==> src/rtl/nmc_pkg.sv <==
// Shared types for the near-memory-compute array and its host-side initiator.
package nmc_pkg;

  localparam int NMC_ADDR_W   = 4;
  localparam int NMC_ENTRY_W  = 8;
  localparam int NMC_FEAT_W   = 8;
  localparam int NMC_RESULT_W = 8;
  localparam int NMC_ID_W     = 4;

  typedef struct packed {
    logic [NMC_ADDR_W-1:0]  addr;
    logic [NMC_ENTRY_W-1:0] entry;
  } nmc_wr_req_t;

  typedef struct packed {
    logic [NMC_ID_W-1:0]   id;
    logic                  id_vld;
    logic [NMC_ADDR_W-1:0] addr;
    logic [NMC_FEAT_W-1:0] feature;
  } nmc_qr_req_t;

  typedef struct packed {
    logic                    valid;
    logic                    found;
    logic [NMC_RESULT_W-1:0] result;
  } nmc_qr_resp_t;

  typedef enum logic {
    NMC_OP_WR = 1'b0,
    NMC_OP_QR = 1'b1
  } nmc_op_e;

  typedef struct packed {
    nmc_op_e                op;
    logic [NMC_ADDR_W-1:0]  addr;
    logic [NMC_ENTRY_W-1:0] entry;
    logic [NMC_FEAT_W-1:0]  feature;
  } nmc_host_cmd_t;

  typedef struct packed {
    logic [NMC_ID_W-1:0]     id;
    logic                    found;
    logic [NMC_RESULT_W-1:0] result;
  } nmc_host_resp_t;

  typedef enum logic [1:0] {
    S_RUN   = 2'd0,
    S_DRAIN = 2'd1,
    S_DONE  = 2'd2
  } nmc_host_state_e;

endpackage

==> src/rtl/nmc_sync_fifo.sv <==
// Synchronous FIFO with registered storage and count-based full/empty flags.
// No fall-through: data pushed in cycle N is visible at dout from cycle N+1.
module nmc_sync_fifo #(
  parameter int WIDTH = 8,
  parameter int DEPTH = 8
) (
  input  logic             clk,
  input  logic             rst,
  input  logic             push,
  input  logic [WIDTH-1:0] din,
  input  logic             pop,
  output logic [WIDTH-1:0] dout,
  output logic             full,
  output logic             empty
);

  localparam int AW = (DEPTH > 1) ? $clog2(DEPTH) : 1;
  localparam int CW = AW + 1;
  localparam logic [CW-1:0] DEPTH_C = CW'(DEPTH);

  logic [WIDTH-1:0] mem_q [DEPTH];
  logic [WIDTH-1:0] mem_d [DEPTH];
  logic [AW-1:0]    wr_ptr_q, wr_ptr_d;
  logic [AW-1:0]    rd_ptr_q, rd_ptr_d;
  logic [CW-1:0]    cnt_q, cnt_d;
  logic             do_push, do_pop;

  assign empty = (cnt_q == '0);
  assign full  = (cnt_q == DEPTH_C);
  assign dout  = mem_q[rd_ptr_q];

  always_comb begin
    do_pop   = pop && !empty;
    // A pop frees a slot in the same cycle, so push is legal even when full.
    do_push  = push && (!full || do_pop);
    wr_ptr_d = do_push ? wr_ptr_q + AW'(1) : wr_ptr_q;
    rd_ptr_d = do_pop  ? rd_ptr_q + AW'(1) : rd_ptr_q;
    cnt_d    = cnt_q + CW'(do_push) - CW'(do_pop);
    mem_d    = mem_q;
    if (do_push) mem_d[wr_ptr_q] = din;
  end

  always_ff @(posedge clk or posedge rst) begin
    if (rst) begin
      wr_ptr_q <= '0;
      rd_ptr_q <= '0;
      cnt_q    <= '0;
      for (int i = 0; i < DEPTH; i++) mem_q[i] <= '0;
    end else begin
      wr_ptr_q <= wr_ptr_d;
      rd_ptr_q <= rd_ptr_d;
      cnt_q    <= cnt_d;
      mem_q    <= mem_d;
    end
  end

endmodule

==> src/rtl/nmc_host_if.sv <==
// Host-side initiator: splits host commands into nmc write/query pushes, tags
// queries, and returns nmc responses to the host in order with tags attached.
module nmc_host_if
  import nmc_pkg::*;
#(
  parameter int MAX_OUTSTANDING = 8,
  parameter int ID_W            = 4
) (
  input  logic                               clk,
  input  logic                               rst,
  input  logic                               cmd_valid,
  output logic                               cmd_ready,
  input  nmc_host_cmd_t                      cmd,
  output nmc_wr_req_t                        nmc_wr_req,
  output logic                               nwr_push,
  input  logic                               nwr_full,
  output nmc_qr_req_t                        nmc_qr_req,
  output logic                               nqr_push,
  input  logic                               nqr_full,
  input  nmc_qr_resp_t                       nmc_qr_resp,
  output logic                               resp_valid,
  input  logic                               resp_ready,
  output nmc_host_resp_t                     resp,
  input  logic                               drain_req,
  output logic                               drain_done,
  output logic [$clog2(MAX_OUTSTANDING):0]   outstanding,
  output logic                               err_orphan
);

  localparam int CW = $clog2(MAX_OUTSTANDING) + 1;
  localparam int RW = $bits(nmc_host_resp_t);
  localparam logic [CW-1:0] MAX_CNT = CW'(MAX_OUTSTANDING);

  // Handshakes: a transfer happens in any cycle where valid and ready are both
  // high; ready never looks at valid, and valid never waits for ready.

  nmc_host_state_e state_q, state_d;
  logic [ID_W-1:0] tag_ctr_q, tag_ctr_d;
  logic [CW-1:0]   out_q, out_d;
  logic            orphan_q, orphan_d;

  logic            tag_full, tag_empty, tag_pop;
  logic [ID_W-1:0] tag_head;
  logic            rsp_full, rsp_empty, rsp_push, resp_hs;
  logic [RW-1:0]   rsp_dout;
  nmc_host_resp_t  rsp_in;
  logic            q_credit_ok;

  // Credits alone keep both FIFOs from overflowing; the full flags are a backstop.
  assign q_credit_ok = (out_q < MAX_CNT) && !tag_full && !rsp_full;

  always_comb begin
    cmd_ready = 1'b0;
    if (!rst && state_q == S_RUN) begin
      if (cmd.op == NMC_OP_WR) cmd_ready = !nwr_full;
      else                     cmd_ready = !nqr_full && q_credit_ok;
    end
  end

  assign nwr_push = cmd_valid && cmd_ready && (cmd.op == NMC_OP_WR);
  assign nqr_push = cmd_valid && cmd_ready && (cmd.op == NMC_OP_QR);

  always_comb begin
    nmc_wr_req = '0;
    nmc_qr_req = '0;
    if (nwr_push) begin
      nmc_wr_req.addr  = cmd.addr;
      nmc_wr_req.entry = cmd.entry;
    end
    if (nqr_push) begin
      nmc_qr_req.id      = NMC_ID_W'(tag_ctr_q);
      nmc_qr_req.id_vld  = 1'b1;
      nmc_qr_req.addr    = cmd.addr;
      nmc_qr_req.feature = cmd.feature;
    end
  end

  assign tag_pop  = nmc_qr_resp.valid && !tag_empty;
  assign rsp_push = tag_pop;

  always_comb begin
    rsp_in        = '0;
    rsp_in.id     = NMC_ID_W'(tag_head);
    rsp_in.found  = nmc_qr_resp.found;
    rsp_in.result = nmc_qr_resp.result;
  end

  nmc_sync_fifo #(.WIDTH(ID_W), .DEPTH(MAX_OUTSTANDING)) u_tag_fifo (
    .clk   (clk),
    .rst   (rst),
    .push  (nqr_push),
    .din   (tag_ctr_q),
    .pop   (tag_pop),
    .dout  (tag_head),
    .full  (tag_full),
    .empty (tag_empty)
  );

  nmc_sync_fifo #(.WIDTH(RW), .DEPTH(MAX_OUTSTANDING)) u_rsp_fifo (
    .clk   (clk),
    .rst   (rst),
    .push  (rsp_push),
    .din   (rsp_in),
    .pop   (resp_hs),
    .dout  (rsp_dout),
    .full  (rsp_full),
    .empty (rsp_empty)
  );

  assign resp_valid  = !rsp_empty;
  assign resp_hs     = resp_valid && resp_ready;
  assign resp        = resp_valid ? nmc_host_resp_t'(rsp_dout) : '0;
  assign outstanding = out_q;
  assign err_orphan  = orphan_q;
  assign drain_done  = (state_q == S_DONE);

  always_comb begin
    tag_ctr_d = nqr_push ? tag_ctr_q + ID_W'(1) : tag_ctr_q;
    orphan_d  = orphan_q || (nmc_qr_resp.valid && tag_empty);
    out_d     = out_q;
    case ({nqr_push, resp_hs})
      2'b10:   out_d = out_q + CW'(1);
      2'b01:   out_d = out_q - CW'(1);
      default: out_d = out_q;
    endcase
  end

  // Looking at next-cycle credits lets drain_done land the cycle after the last pop.
  always_comb begin
    state_d = state_q;
    case (state_q)
      S_RUN:   if (drain_req) state_d = S_DRAIN;
      S_DRAIN: if (out_d == '0) state_d = S_DONE;
      S_DONE:  state_d = S_RUN;
      default: state_d = S_RUN;
    endcase
  end

  always_ff @(posedge clk or posedge rst) begin
    if (rst) begin
      state_q   <= S_RUN;
      tag_ctr_q <= '0;
      out_q     <= '0;
      orphan_q  <= 1'b0;
    end else begin
      state_q   <= state_d;
      tag_ctr_q <= tag_ctr_d;
      out_q     <= out_d;
      orphan_q  <= orphan_d;
    end
  end

endmodule

==> config.mk <==
export PLATFORM = sky130hd
export DESIGN_NAME = nmc_host_if
export DESIGN_NICKNAME = d
export VERILOG_FILES = /design/src/rtl/nmc_pkg.sv /design/src/rtl/nmc_sync_fifo.sv /design/src/rtl/nmc_host_if.sv
export SDC_FILE = /design/constraint.sdc
export NUM_CORES = 1
export LEC_CHECK = 0
export CAP_MARGIN = 20
export CORE_UTILIZATION = 25
export CTS_CLUSTER_DIAMETER = 150
export DETAILED_ROUTE_END_ITERATION = 6
export GPL_ROUTABILITY_DRIVEN = 0
export PLACE_DENSITY = 0.38
export SYNTH_ARGS = -nofsm -noshare
export SYNTH_HDL_FRONTEND = slang
export SYNTH_HIERARCHICAL = 1
export SYNTH_SLANG_ARGS = --single-unit
==> constraint.sdc <==
create_clock -name clk -period 4.6 [get_ports clk]
set_clock_uncertainty 0.2 [all_clocks]
set_input_delay 0.46 -clock clk [delete_from_list [all_inputs] [get_ports clk]]
set_output_delay 0.46 -clock clk [all_outputs]
set_load 0.005 [all_outputs]
==> results.tsv <==
stage	metric	value	unit
final_layout	stdcell_count	1134	
drt	wl_per_cell	18.9	um
setup_path	critPathCaptureType	flop	
clocking	htreeDepth	4	
setup_path	crit_type	reg2reg	
place	port-buffer-count	89	
drt	drtIter0Drc	212	
timing	whs	0.263	ns
timing	worst_slack	0.900	ns
pwr	power_leakage	4.53	nW
final_layout	layout_common_cells	dfrtp_1, mux2_2, clkdlybuf4s50_1	
drt	ant_nets	0	
place	dp_slack	0.875	ns
grt	grt_usage	0.135	
final_layout	area_growth	23.8	%
die	die_x	185	um
synth	ys.flop_type	dfrtp_1	
setup_path	cp-start-kind	flop	
grt	antenna_found_initial	1	
worst_hold_path	min_path_type	reg2reg	
timing	rsz0062_at_grt	false	
drt	drt_pass1_iterations	4	
drt	wirelength	21.5	mm
drt	viasPerCell	4.42	
die	coreArea	32900	um2
timing	final_max_slew_viol_count	0	
clocking	clockBufferDepth	2	
die	dieHeight	185	um
timing	setup_violations	0	
clocking	clk_pin_slew_worst_paths	0.07	ns
synth	yosys_warnings	6	
final_layout	final_area	10400	um2
grt	grt_pass1_vias	5569	
final_layout	drive_above_1_share	0.388	
final_layout	utilization	0.317	
grt	grt_max_degree	59	
clocking	insertion_delay	0.43	ns
place	dp_hpwl	14.3	mm
clocking	ctsHoldBuffers	0	
clocking	root_buffer	clkbuf_16	
final_layout	final_common_cell	dfrtp_1	
timing	hold_viol_final	0	
place	dpl_cell_area	9840	um2
setup_path	arrival	3.84	ns
clocking	postCtsSetupRepairBufs	0	
clocking	ctsResizeCount	0	
place	placedCellCount	1101	
pwr	peakVddDrop	0.268	mV
grt	grt-ovfl-total	0	
timing	max_freq	270	MHz
timing	tns	0	ns
flow_run	cap_violations	0	
synth	synth-edff-count	0	
die	rows	66	
outcome	outcome	finished, final reports clean	
synth	syn_area_per_cell	14.5	um2
synth	syn-num-nets	640	
setup_path	crit_required	4.74	ns
synth	synth_cell_types	53	
synth	seq_area_frac_synth	0.497	
clocking	numCtsBuffers	17	
setup_path	crit_fanout	15	
die	die_area	34400	um2
synth	synthArstFlopShare	1.00	
timing	fin_crit_sh	0.804	
die	io_pins	90	
timing	post-route-min-period	3.70	ns
die	start_util	0.256	
drt	vias	5014	
final_layout	nNetsFinal	738	
timing	slew_headroom	0.416	
synth	netlist_area	8420	um2
synth	syn-instance-count	580	
timing	tightestPinTransition	0.876	ns
synth	synth-seq-cells	167	
grt	grt_pass1_wl	33.8	mm
pwr	power_density	575	nW/um2
drt	drcViolationCount	0	
pwr	finalPower	6.00	mW
clocking	cts_tree	yes	
clocking	clock_sinks	167	
[registers in the layout (all words and copies together) (netlist names), 3 cells and up]
name / flops
u_rsp_fifo/cnt_q: 4
u_tag_fifo/mem_q: 32
u_tag_fifo/cnt_q: 4
u_rsp_fifo/rd_ptr_q: 3
outstanding: 4
u_tag_fifo/wr_ptr_q: 3
u_rsp_fifo/mem_q: 104
tag_ctr_q: 4
u_rsp_fifo/wr_ptr_q: 3
u_tag_fifo/rd_ptr_q: 3
[routing by layer]
metal	up-vias	global-route usage	part of all wire
met4	0	0.0443	0.011
met1	2650	0.173	0.46
met3	14	0.0262	0.025
met2	64	0.225	0.51
met5	-	0	0
li1	2286	-	-
[final timing paths]
path,end,cells past startpoint,from,slack (ns)
max in group asynchronous,u_rsp_fifo/mem_q[45],3,rst,2.80
min reg2reg,err_orphan,1,err_orphan,0.26
min in group asynchronous,outstanding[2],2,rst,0.36
max,u_rsp_fifo/cnt_q[2],14,u_rsp_fifo/cnt_q[2],0.90
min,err_orphan,1,err_orphan,0.26
max reg2reg,u_rsp_fifo/cnt_q[2],14,u_rsp_fifo/cnt_q[2],0.90
[power by group]
| group | internal [mW] | total, mW | switching, mW |
|---|---|---|---|
| clock network | 0.727 | 1.42 | 0.688 |
| registers | 1.92 | 2.45 | 0.526 |
| logic | 1.34 | 2.13 | 0.792 |
[synth_stat cells, types with 3 or more instances]
library cell / number / area share
buf_4: 7 / 0.0062
nor2_1: 3 / 0.0013
and2_1: 29 / 0.022
buf_2: 7 / 0.0042
or3b_2: 3 / 0.0031
nand2_1: 7 / 0.0031
mux4_2: 34 / 0.091
inv_1: 26 / 0.012
mux2_4: 14 / 0.025
xnor2_1: 15 / 0.016
o211ai_2: 4 / 0.0059
clkbuf_1: 9 / 0.0040
a21o_1: 3 / 0.0027
nand2b_1: 3 / 0.0022
mux2_2: 145 / 0.19
nor3b_1: 3 / 0.0027
dfrtp_1: 167 / 0.50
nor3_1: 3 / 0.0018
o21ai_2: 3 / 0.0031
xor2_1: 4 / 0.0042
nand3_1: 4 / 0.0024
a211oi_2: 4 / 0.0059
nor2b_1: 21 / 0.016
a21oi_1: 5 / 0.0030
ha_1: 20 / 0.030
buf_6: 3 / 0.0040
[area by class of cell]
class | instances | area, um2
fill | 3313 | 22400
timing repair buffer | 106 | 1020
antenna | 1 | 2.50
inverter | 28 | 113
clock inverter | 14 | 156
multi-input combinational | 358 | 3970
clock buffer | 18 | 429
tap | 442 | 553
sequential | 167 | 4180
[logic make-up after synthesis]
kind of cell    count (synthesis)  synth area share
compound gates                 33            0.0388
xor+xnor                       19            0.0198
fa+ha+maj                      22            0.0345
buf+inv                        55            0.0321
flops                         167             0.497
mux                           194             0.311
simple gates                   90            0.0672
[worst max-delay path, cell delays in order, from the launching register on]
cell and delay (ns):
dfrtp_1 0.36, inv_1 0.10, ha_1 0.20, or3b_2 0.48, inv_1 0.07, buf_4 0.24
nor2b_1 0.17, nor2b_1 0.23, o21ai_0 0.41, ha_1 0.31, inv_1 0.06, ha_1 0.15
inv_1 0.05, fa_1 0.38, xnor2_1 0.19
(Power assumes the default switching activity.)
